$ cat src/rtl/axi_lite_pkg.sv
// Shared AXI4-Lite definitions: response codes and the write-slave state encoding.
package axi_lite_pkg;

  localparam logic [1:0] RESP_OKAY   = 2'b00;
  localparam logic [1:0] RESP_SLVERR = 2'b10;

  typedef enum logic [1:0] {
    COLLECT = 2'd0,
    WRITE   = 2'd1,
    RESP    = 2'd2
  } state_t;

endpackage

$ cat src/rtl/axi_lite_strb_mask.sv
// Byte-lane mask: disabled strobe lanes are forced to zero. Shared with the master side.
module axi_lite_strb_mask #(
  parameter int DATA_WIDTH = 32
) (
  input  logic [DATA_WIDTH-1:0]   data,
  input  logic [DATA_WIDTH/8-1:0] strb,
  output logic [DATA_WIDTH-1:0]   masked
);

  // Pass each byte lane through only when its strobe is set.
  always_comb begin
    masked = '0;
    for (int k = 0; k < DATA_WIDTH/8; k++) begin
      if (strb[k]) masked[8*k +: 8] = data[8*k +: 8];
    end
  end

endmodule

$ cat src/rtl/axi_lite_write_resp_slave.sv
// AXI4-Lite write slave: collects AW and W in either order, drives a one-cycle
// strobe-masked register write, then returns the B response.
//
// state   | meaning
// COLLECT | waiting for AW and/or W handshakes; ready held low on a captured side
// WRITE   | one cycle; reg_wr_en pulses here when the index is valid and strobes non-zero
// RESP    | BVALID held with stable BRESP until BREADY
module axi_lite_write_resp_slave
  import axi_lite_pkg::*;
#(
  parameter int ADDR_WIDTH = 32,
  parameter int DATA_WIDTH = 32,
  parameter int NUM_REGS   = 16
) (
  input  logic                  ACLK,
  input  logic                  ARESET,
  input  logic                  AWVALID,
  output logic                  AWREADY,
  input  logic [ADDR_WIDTH-1:0] AWADDR,
  input  logic                  WVALID,
  output logic                  WREADY,
  input  logic [DATA_WIDTH-1:0] WDATA,
  input  logic [3:0]            WSTRB,
  output logic                  BVALID,
  input  logic                  BREADY,
  output logic [1:0]            BRESP,
  output logic                  reg_wr_en,
  output logic [ADDR_WIDTH-3:0] reg_wr_idx,
  output logic [DATA_WIDTH-1:0] reg_wr_data,
  output logic [3:0]            reg_wr_strb
);

  localparam int IDX_W = ADDR_WIDTH - 2;
  localparam logic [IDX_W-1:0] NUM_REGS_IDX = IDX_W'(NUM_REGS);

  state_t                  state;
  logic                    aw_full;
  logic                    w_full;
  logic [IDX_W-1:0]        idx_q;
  logic [DATA_WIDTH-1:0]   data_q;
  logic [3:0]              strb_q;
  logic [DATA_WIDTH-1:0]   masked_data;
  logic                    aw_hs;
  logic                    w_hs;
  logic [IDX_W-1:0]        nxt_idx;
  logic [DATA_WIDTH-1:0]   nxt_data;
  logic [3:0]              nxt_strb;
  logic                    unused_addr_lsbs;

  assign aw_hs = AWVALID & AWREADY;
  assign w_hs  = WVALID & WREADY;

  // The write is launched on the edge that completes collection, so use the
  // beat being accepted on that edge in preference to the captured copy.
  assign nxt_idx  = aw_hs ? AWADDR[ADDR_WIDTH-1:2] : idx_q;
  assign nxt_data = w_hs  ? masked_data : data_q;
  assign nxt_strb = w_hs  ? WSTRB : strb_q;

  // Byte offset within the word carries no meaning here; no alignment error.
  assign unused_addr_lsbs = ^AWADDR[1:0];

  axi_lite_strb_mask #(.DATA_WIDTH(DATA_WIDTH)) u_strb_mask (
    .data   (WDATA),
    .strb   (WSTRB),
    .masked (masked_data)
  );

  // Collect / write / respond sequencing with all outputs registered.
  always_ff @(posedge ACLK or posedge ARESET) begin
    if (ARESET) begin
      state       <= COLLECT;
      aw_full     <= 1'b0;
      w_full      <= 1'b0;
      idx_q       <= '0;
      data_q      <= '0;
      strb_q      <= '0;
      AWREADY     <= 1'b0;
      WREADY      <= 1'b0;
      BVALID      <= 1'b0;
      BRESP       <= RESP_OKAY;
      reg_wr_en   <= 1'b0;
      reg_wr_idx  <= '0;
      reg_wr_data <= '0;
      reg_wr_strb <= '0;
    end else begin
      reg_wr_en <= 1'b0;
      unique case (state)
        COLLECT: begin
          if (aw_hs) begin
            idx_q   <= AWADDR[ADDR_WIDTH-1:2];
            aw_full <= 1'b1;
          end
          if (w_hs) begin
            data_q <= masked_data;
            strb_q <= WSTRB;
            w_full <= 1'b1;
          end
          // Also raises both readies on the first edge out of reset.
          AWREADY <= ~(aw_full | aw_hs);
          WREADY  <= ~(w_full | w_hs);
          if ((aw_full | aw_hs) && (w_full | w_hs)) begin
            state <= WRITE;
            if (nxt_idx < NUM_REGS_IDX && nxt_strb != 4'b0000) begin
              reg_wr_en   <= 1'b1;
              reg_wr_idx  <= nxt_idx;
              reg_wr_data <= nxt_data;
              reg_wr_strb <= nxt_strb;
            end
          end
        end
        WRITE: begin
          BRESP  <= (idx_q < NUM_REGS_IDX) ? RESP_OKAY : RESP_SLVERR;
          BVALID <= 1'b1;
          state  <= RESP;
        end
        RESP: begin
          if (BVALID && BREADY) begin
            BVALID  <= 1'b0;
            aw_full <= 1'b0;
            w_full  <= 1'b0;
            AWREADY <= 1'b1;
            WREADY  <= 1'b1;
            state   <= COLLECT;
          end
        end
        default: state <= COLLECT;
      endcase
    end
  end

endmodule

$ cat config.mk
export PLATFORM = sky130hd
export DESIGN_NAME = axi_lite_write_resp_slave
export DESIGN_NICKNAME = d
export VERILOG_FILES = /design/src/rtl/axi_lite_pkg.sv /design/src/rtl/axi_lite_strb_mask.sv /design/src/rtl/axi_lite_write_resp_slave.sv
export SDC_FILE = /design/constraint.sdc
export NUM_CORES = 1
export LEC_CHECK = 0
export CORE_ASPECT_RATIO = 1.75
export CORE_MARGIN = 2
export CORE_UTILIZATION = 49
export DETAILED_ROUTE_END_ITERATION = 16
export PLACE_DENSITY = 0.78
export SYNTH_ARGS = -nofsm -noshare
export SYNTH_HDL_FRONTEND = slang
export SYNTH_SLANG_ARGS = --single-unit
$ cat constraint.sdc
create_clock -name ACLK -period 5.4 [get_ports ACLK]
set_input_delay 1.08 -clock ACLK [delete_from_list [all_inputs] [get_ports ACLK]]
set_output_delay 1.08 -clock ACLK [all_outputs]
set_load 0.01 [all_outputs]
# Word-level counts from Yosys, hierarchy flattened
# Cells that the tools add are included.
# op_classes
order_cmp	2
reduce_logical	13
n_eq_ne	6
n_bitwise	6
mux	23
# op_table
cell	n
30-bit by 5-bit < comparator with 1-bit output, second input constant	2
32-bit two-way mux	1
8-bit two-way mux	4
30-bit two-way mux	1
1-bit one-hot mux with 2 select lines	5
3-bit AND reduction	3
2-bit inequality test, second input constant	4
1-bit two-way mux	7
2-bit two-way mux	3
2-bit one-hot mux with 3 select lines	1
2-bit AND reduction	3
4-bit two-way mux	1
2-bit nonzero test	2
4-bit nonzero test	1
1-bit logical AND	3
1-bit AND	2
2-bit by 1-bit == test with 1-bit output, second input constant	1
2-bit == test, second input constant	1
2-bit zero test	1
1-bit NOT	2
1-bit bitwise OR	2
# totals
wordCells	64
ff_bits	142
output_inout_bits	72
input_bits	73

# Depth between registers and ports, before layout
# logic_depth
depth_word	7
depth_mapped	8
depth_no_buf	5

# Modules after synthesis
# A second synthesis with hierarchy kept.
# unflattened
cells_unflattened	421
area_unflattened_um2	5963.2
# modules_own_cells
module	n_inst	seq_area_each_um2	area_each_um2	cells_per_inst
axi_lite_write_resp_slave	1	3528.4	5763.0	389
axi_lite_strb_mask	1	0.0	200.2	32

# Worst setup path after synthesis
# Ideal clock, no wire load.
# synth_path
path_type	input to register
startpoint	in AWVALID
endpoint	reg reg_wr_strb[0]
n_path_buf	3
arrival_ns	2.413
required_ns	5.275
setup_slack_ns	2.862
path_stages	7
setup_time_ns	0.125
cell_sequence	and2_1 -> clkbuf_1 -> o32ai_1 -> nand4_1 -> buf_4 -> buf_6 -> mux2_4
# synth_between
elab_chain_cells	5
word_cells_on_any_way	7
classes_between	1 x order compare; 1 x mux; 2 x bitwise; 3 x reduce/logical
# synth_lines
element	line_no	text
start, declared	axi_lite_write_resp_slave.sv:17	input logic AWVALID,
1-bit AND (*)	axi_lite_write_resp_slave.sv:50	assign aw_hs = AWVALID & AWREADY;
30-bit two-way mux	-	
30-bit by 5-bit < comparator with 1-bit output	axi_lite_write_resp_slave.sv:103	if (nxt_idx < NUM_REGS_IDX && nxt_strb != 4'b0000) begin
1-bit logical AND	axi_lite_write_resp_slave.sv:103	
3-bit AND reduction (no line) (*)	-	
end signal, assigned	axi_lite_write_resp_slave.sv:107	reg_wr_strb <= nxt_strb;
end, declared	axi_lite_write_resp_slave.sv:30	output logic [3:0] reg_wr_strb
# Mark *: on every way between the ends. The rest lies on a longest branch, timed or not.
# A chain may end at the register's enable or synchronous reset.

# Final worst setup path
# layout_path
startpoint	in WVALID
endpoint	reg reg_wr_data[27]
# layout_between
elab_chain_cells	5
word_cells_on_any_way	8
classes_between	2 x mux; 2 x bitwise; 4 x reduce/logical
# layout_lines
element	line_no	text
start, declared	axi_lite_write_resp_slave.sv:20	input logic WVALID,
1-bit AND (*)	axi_lite_write_resp_slave.sv:51	assign w_hs = WVALID & WREADY;
4-bit two-way mux	-	
4-bit nonzero test	axi_lite_write_resp_slave.sv:103	
1-bit logical AND	axi_lite_write_resp_slave.sv:103	
3-bit AND reduction (no line)	-	
end signal, assigned	axi_lite_write_resp_slave.sv:106	reg_wr_data <= nxt_data;
end, declared	axi_lite_write_resp_slave.sv:29	output logic [DATA_WIDTH-1:0] reg_wr_data,
# Marked as above.

==> impl_metrics.env <==
export IMPL_startpoint_type="input pin"
export IMPL_wl_mm=13.12
export IMPL_dpl_instance_area_um2=7243
export IMPL_antenna_found_initial=0
export IMPL_synth_net_count=569
export IMPL_core_rowCount=52
export IMPL_finalSetupViolCount=0
export IMPL_status="finished, violations left"
export IMPL_p_comb_share_pct=20.9
export IMPL_crit_family="buffers and inverters"
export IMPL_p_seq_share_pct=43.2
export IMPL_fin_ws_ns=2.134
export IMPL_path_class="in -> reg"
export IMPL_drive_gt1_share_pct=19.22
export IMPL_final_antenna_net_count=0
export IMPL_ys_types=25
export IMPL_numCtsBuffers=17
export IMPL_hold_path_class="reg -> reg"
export IMPL_total_power_mw=3.458
export IMPL_multi_input_area_um2=2081
export IMPL_fin_cells=780
export IMPL_cts_hold_buf=0
export IMPL_fmax_mhz=306.2
export IMPL_area_growth_pct=37.85
export IMPL_rsz0062_at_grt="no"
export IMPL_dr_pass1_iters=11
export IMPL_post_cts_setup_buffers=0
export IMPL_ir_drop_v=0.0002715
export IMPL_place_congestion=0.7786
export IMPL_end_kind="flip-flop"
export IMPL_drcViolationCount=6
export IMPL_avgSynthCellArea_um2=11.57
export IMPL_vias=4189
export IMPL_violations="DRC"
export IMPL_fin_crit_ns=3.266
export IMPL_die_y_um=147.2
export IMPL_fillers=867
export IMPL_grt_remaining_overflow=0
export IMPL_initial_core_util_pct=49.84
export IMPL_diodes=0
export IMPL_cts_tree="yes"
export IMPL_grt_usage_pct=22.18
export IMPL_max_slew_margin_pct=48.08
export IMPL_path_max_fanout=67
export IMPL_wire_per_inst_um=16.81
export IMPL_place_ws_ns=1.740
export IMPL_leakagePower_nw=3.581
export IMPL_crit_arrival_ns=3.55
export IMPL_cts_sinks=141
export IMPL_fin_nets=705
export IMPL_p_sw_uw=961.5
export IMPL_p_int_mw=2.497
export IMPL_switching_share_pct=27.80
export IMPL_worstMarginPinSlew_ns=0.7788
export IMPL_crit_required_ns=5.68
export IMPL_yosysWarnings=0
export IMPL_grt_pass1_wl_mm=21.96
export IMPL_dp_cells=747
export IMPL_syn_area_um2=5739
export IMPL_power_density_nw_per_um2=437.1
export IMPL_yosysTopAreaCell="dfrtp_1"
export IMPL_fin_crit_sh_pct=60.47
export IMPL_clkLatencyLatePin_ns=0.40
export IMPL_ios=145
export IMPL_critPathBufInv=2
export IMPL_viasPerCell=5.371
export IMPL_ff_latch_area_um2=3528
export IMPL_clkTransAtPathRegs_ns=0.06
export IMPL_first_iter_violations=223
export IMPL_io_buffers=141
export IMPL_yosysTopAreaCellShare_pct=61.48
export IMPL_core_area_um2=11520
export IMPL_hpwl_mm=8.988
export IMPL_whs_ns=0.4813
export IMPL_cpPeakStageDelay_ns=0.62
export IMPL_cp_cell_sequence="clkdlybuf4s50_1 -> nand2_2 -> nand3_1 -> o21ai_0 -> nand4_1 -> buf_4 -> mux2_2"
export IMPL_ys_seq_area_share_pct=61.48
export IMPL_cts_root_buf="clkbuf_16"
export IMPL_fin_area_um2=7911
export IMPL_synth_area_top_cells="dfrtp_1 61%, mux2_2 16%, nand2_1 6.8%"
export IMPL_hold_viol=0
export IMPL_final_setup_tns_ns=0
export IMPL_finalClockSkew_ns=0.006424
export IMPL_netlist_instances=496
export IMPL_crit_slowest_cell="buf_4"
export IMPL_clk_path_buf_depth=2
export IMPL_ys_ff_latch=141
export IMPL_final_util_pct=68.70
export IMPL_grt_max_degree=70
export IMPL_die_x_um=85.81
export IMPL_cap_violations=0
export IMPL_first_global_vias=4558
export IMPL_die_area_um2=12630
export IMPL_cts_resized=0
export IMPL_pwr_share_clk_pct=35.9
export IMPL_cts_max_level=4
export IMPL_drv_slew=0
[placed cells by master (no fill, tap or decap), types with 3 or more instances in the layout]
cell type	n
clkinvlp_4	3
mux2_2	79
and2_1	27
o21ai_0	68
nand3_1	4
clkdlybuf4s50_1	141
dfrtp_1	141
nand4_1	3
buf_4	5
clkbuf_16	17
inv_6	3
nor2_1	6
a21oi_1	3
nand2_1	103
nor4_1	13
mux2_4	3
bufinv_16	4
[cell usage after synthesis]
cell and count:
a21o_1 2, a21oi_1 3, a31oi_1 1, and2_1 27
buf_1 2, buf_2 3, buf_4 2, buf_6 1
clkbuf_1 22, conb_1 1, dfrtp_1 141, inv_1 3
mux2_2 79, mux2_4 3, nand2_1 104, nand3_1 5
nand4_1 3, nor2_1 6, nor2b_1 2, nor3_1 2
nor4_1 13, o21ai_0 68, o31ai_1 1, o32ai_1 1
or4_1 1
[path summary, 6_finish.rpt]
path | from | end | slack, ns | depth (start not counted)
worst min-delay path | data_q[12]$_DFFE_PP0P_ | data_q[12]$_DFFE_PP0P_ | 0.48 | 2
worst min register to register | data_q[12]$_DFFE_PP0P_ | data_q[12]$_DFFE_PP0P_ | 0.48 | 2
max in group asynchronous | ARESET | reg_wr_data[13]$_DFFE_PP0P_ | 3.32 | 3
worst max-delay path | WVALID | reg_wr_data[27]$_DFFE_PP0P_ | 2.13 | 7
min in group asynchronous | ARESET | reg_wr_idx[29]$_DFFE_PP0P_ | 1.10 | 2
worst max register to register | strb_q[2]$_DFFE_PP0P_ | reg_wr_data[27]$_DFFE_PP0P_ | 2.91 | 6
[cell families after synthesis]
group | count (synthesis) | share of synthesized area (%)
AOI/OAI and AO/OA | 76 | 6.845
buffers and inverters | 33 | 2.485
DFF | 141 | 61.48
muxes | 82 | 16.29
other | 1 | 0.06534
and+or+nand+nor | 163 | 12.84
[power groups by stage]
stage,registers [mW],logic [mW],clock network [mW]
finish,1.49,0.722,1.24
global placement,1.49,0.675,0
detailed placement,1.51,0.715,0
floorplan,1.46,0.520,0
CTS,1.49,0.721,1.27
global route,1.53,0.828,1.31
[state kept, by name, summed over array words and instances (netlist names), 2 cells and up]
register and count:
data_q 32, reg_wr_data 32, idx_q 30, reg_wr_idx 30, reg_wr_strb 4, strb_q 4
state 2
[routing by layer]
metal,routed length (um),global-route usage (%),up-vias
met1,5028,26.61,2073
met5,0,0,-
li1,-,-,1954
met3,679,6.685,30
met2,7029,36.95,132
met4,378,9.048,0
[worst min-delay path: stages (launching register included)]
cell and delay [ns]:
dfrtp_1 0.34, nand2_1 0.04, o21ai_0 0.06
[cell type report]
cell class | instances | share of cell area, %
Tap cell | 135 | 2.135
Sequential cell | 141 | 44.60
Clock buffer | 19 | 5.725
Clock inverter | 13 | 2.372
Timing Repair Buffer | 147 | 18.66
Inverter | 3 | 0.2056
Multi-Input combinational cell | 322 | 26.30
(Power assumes the default switching activity.)
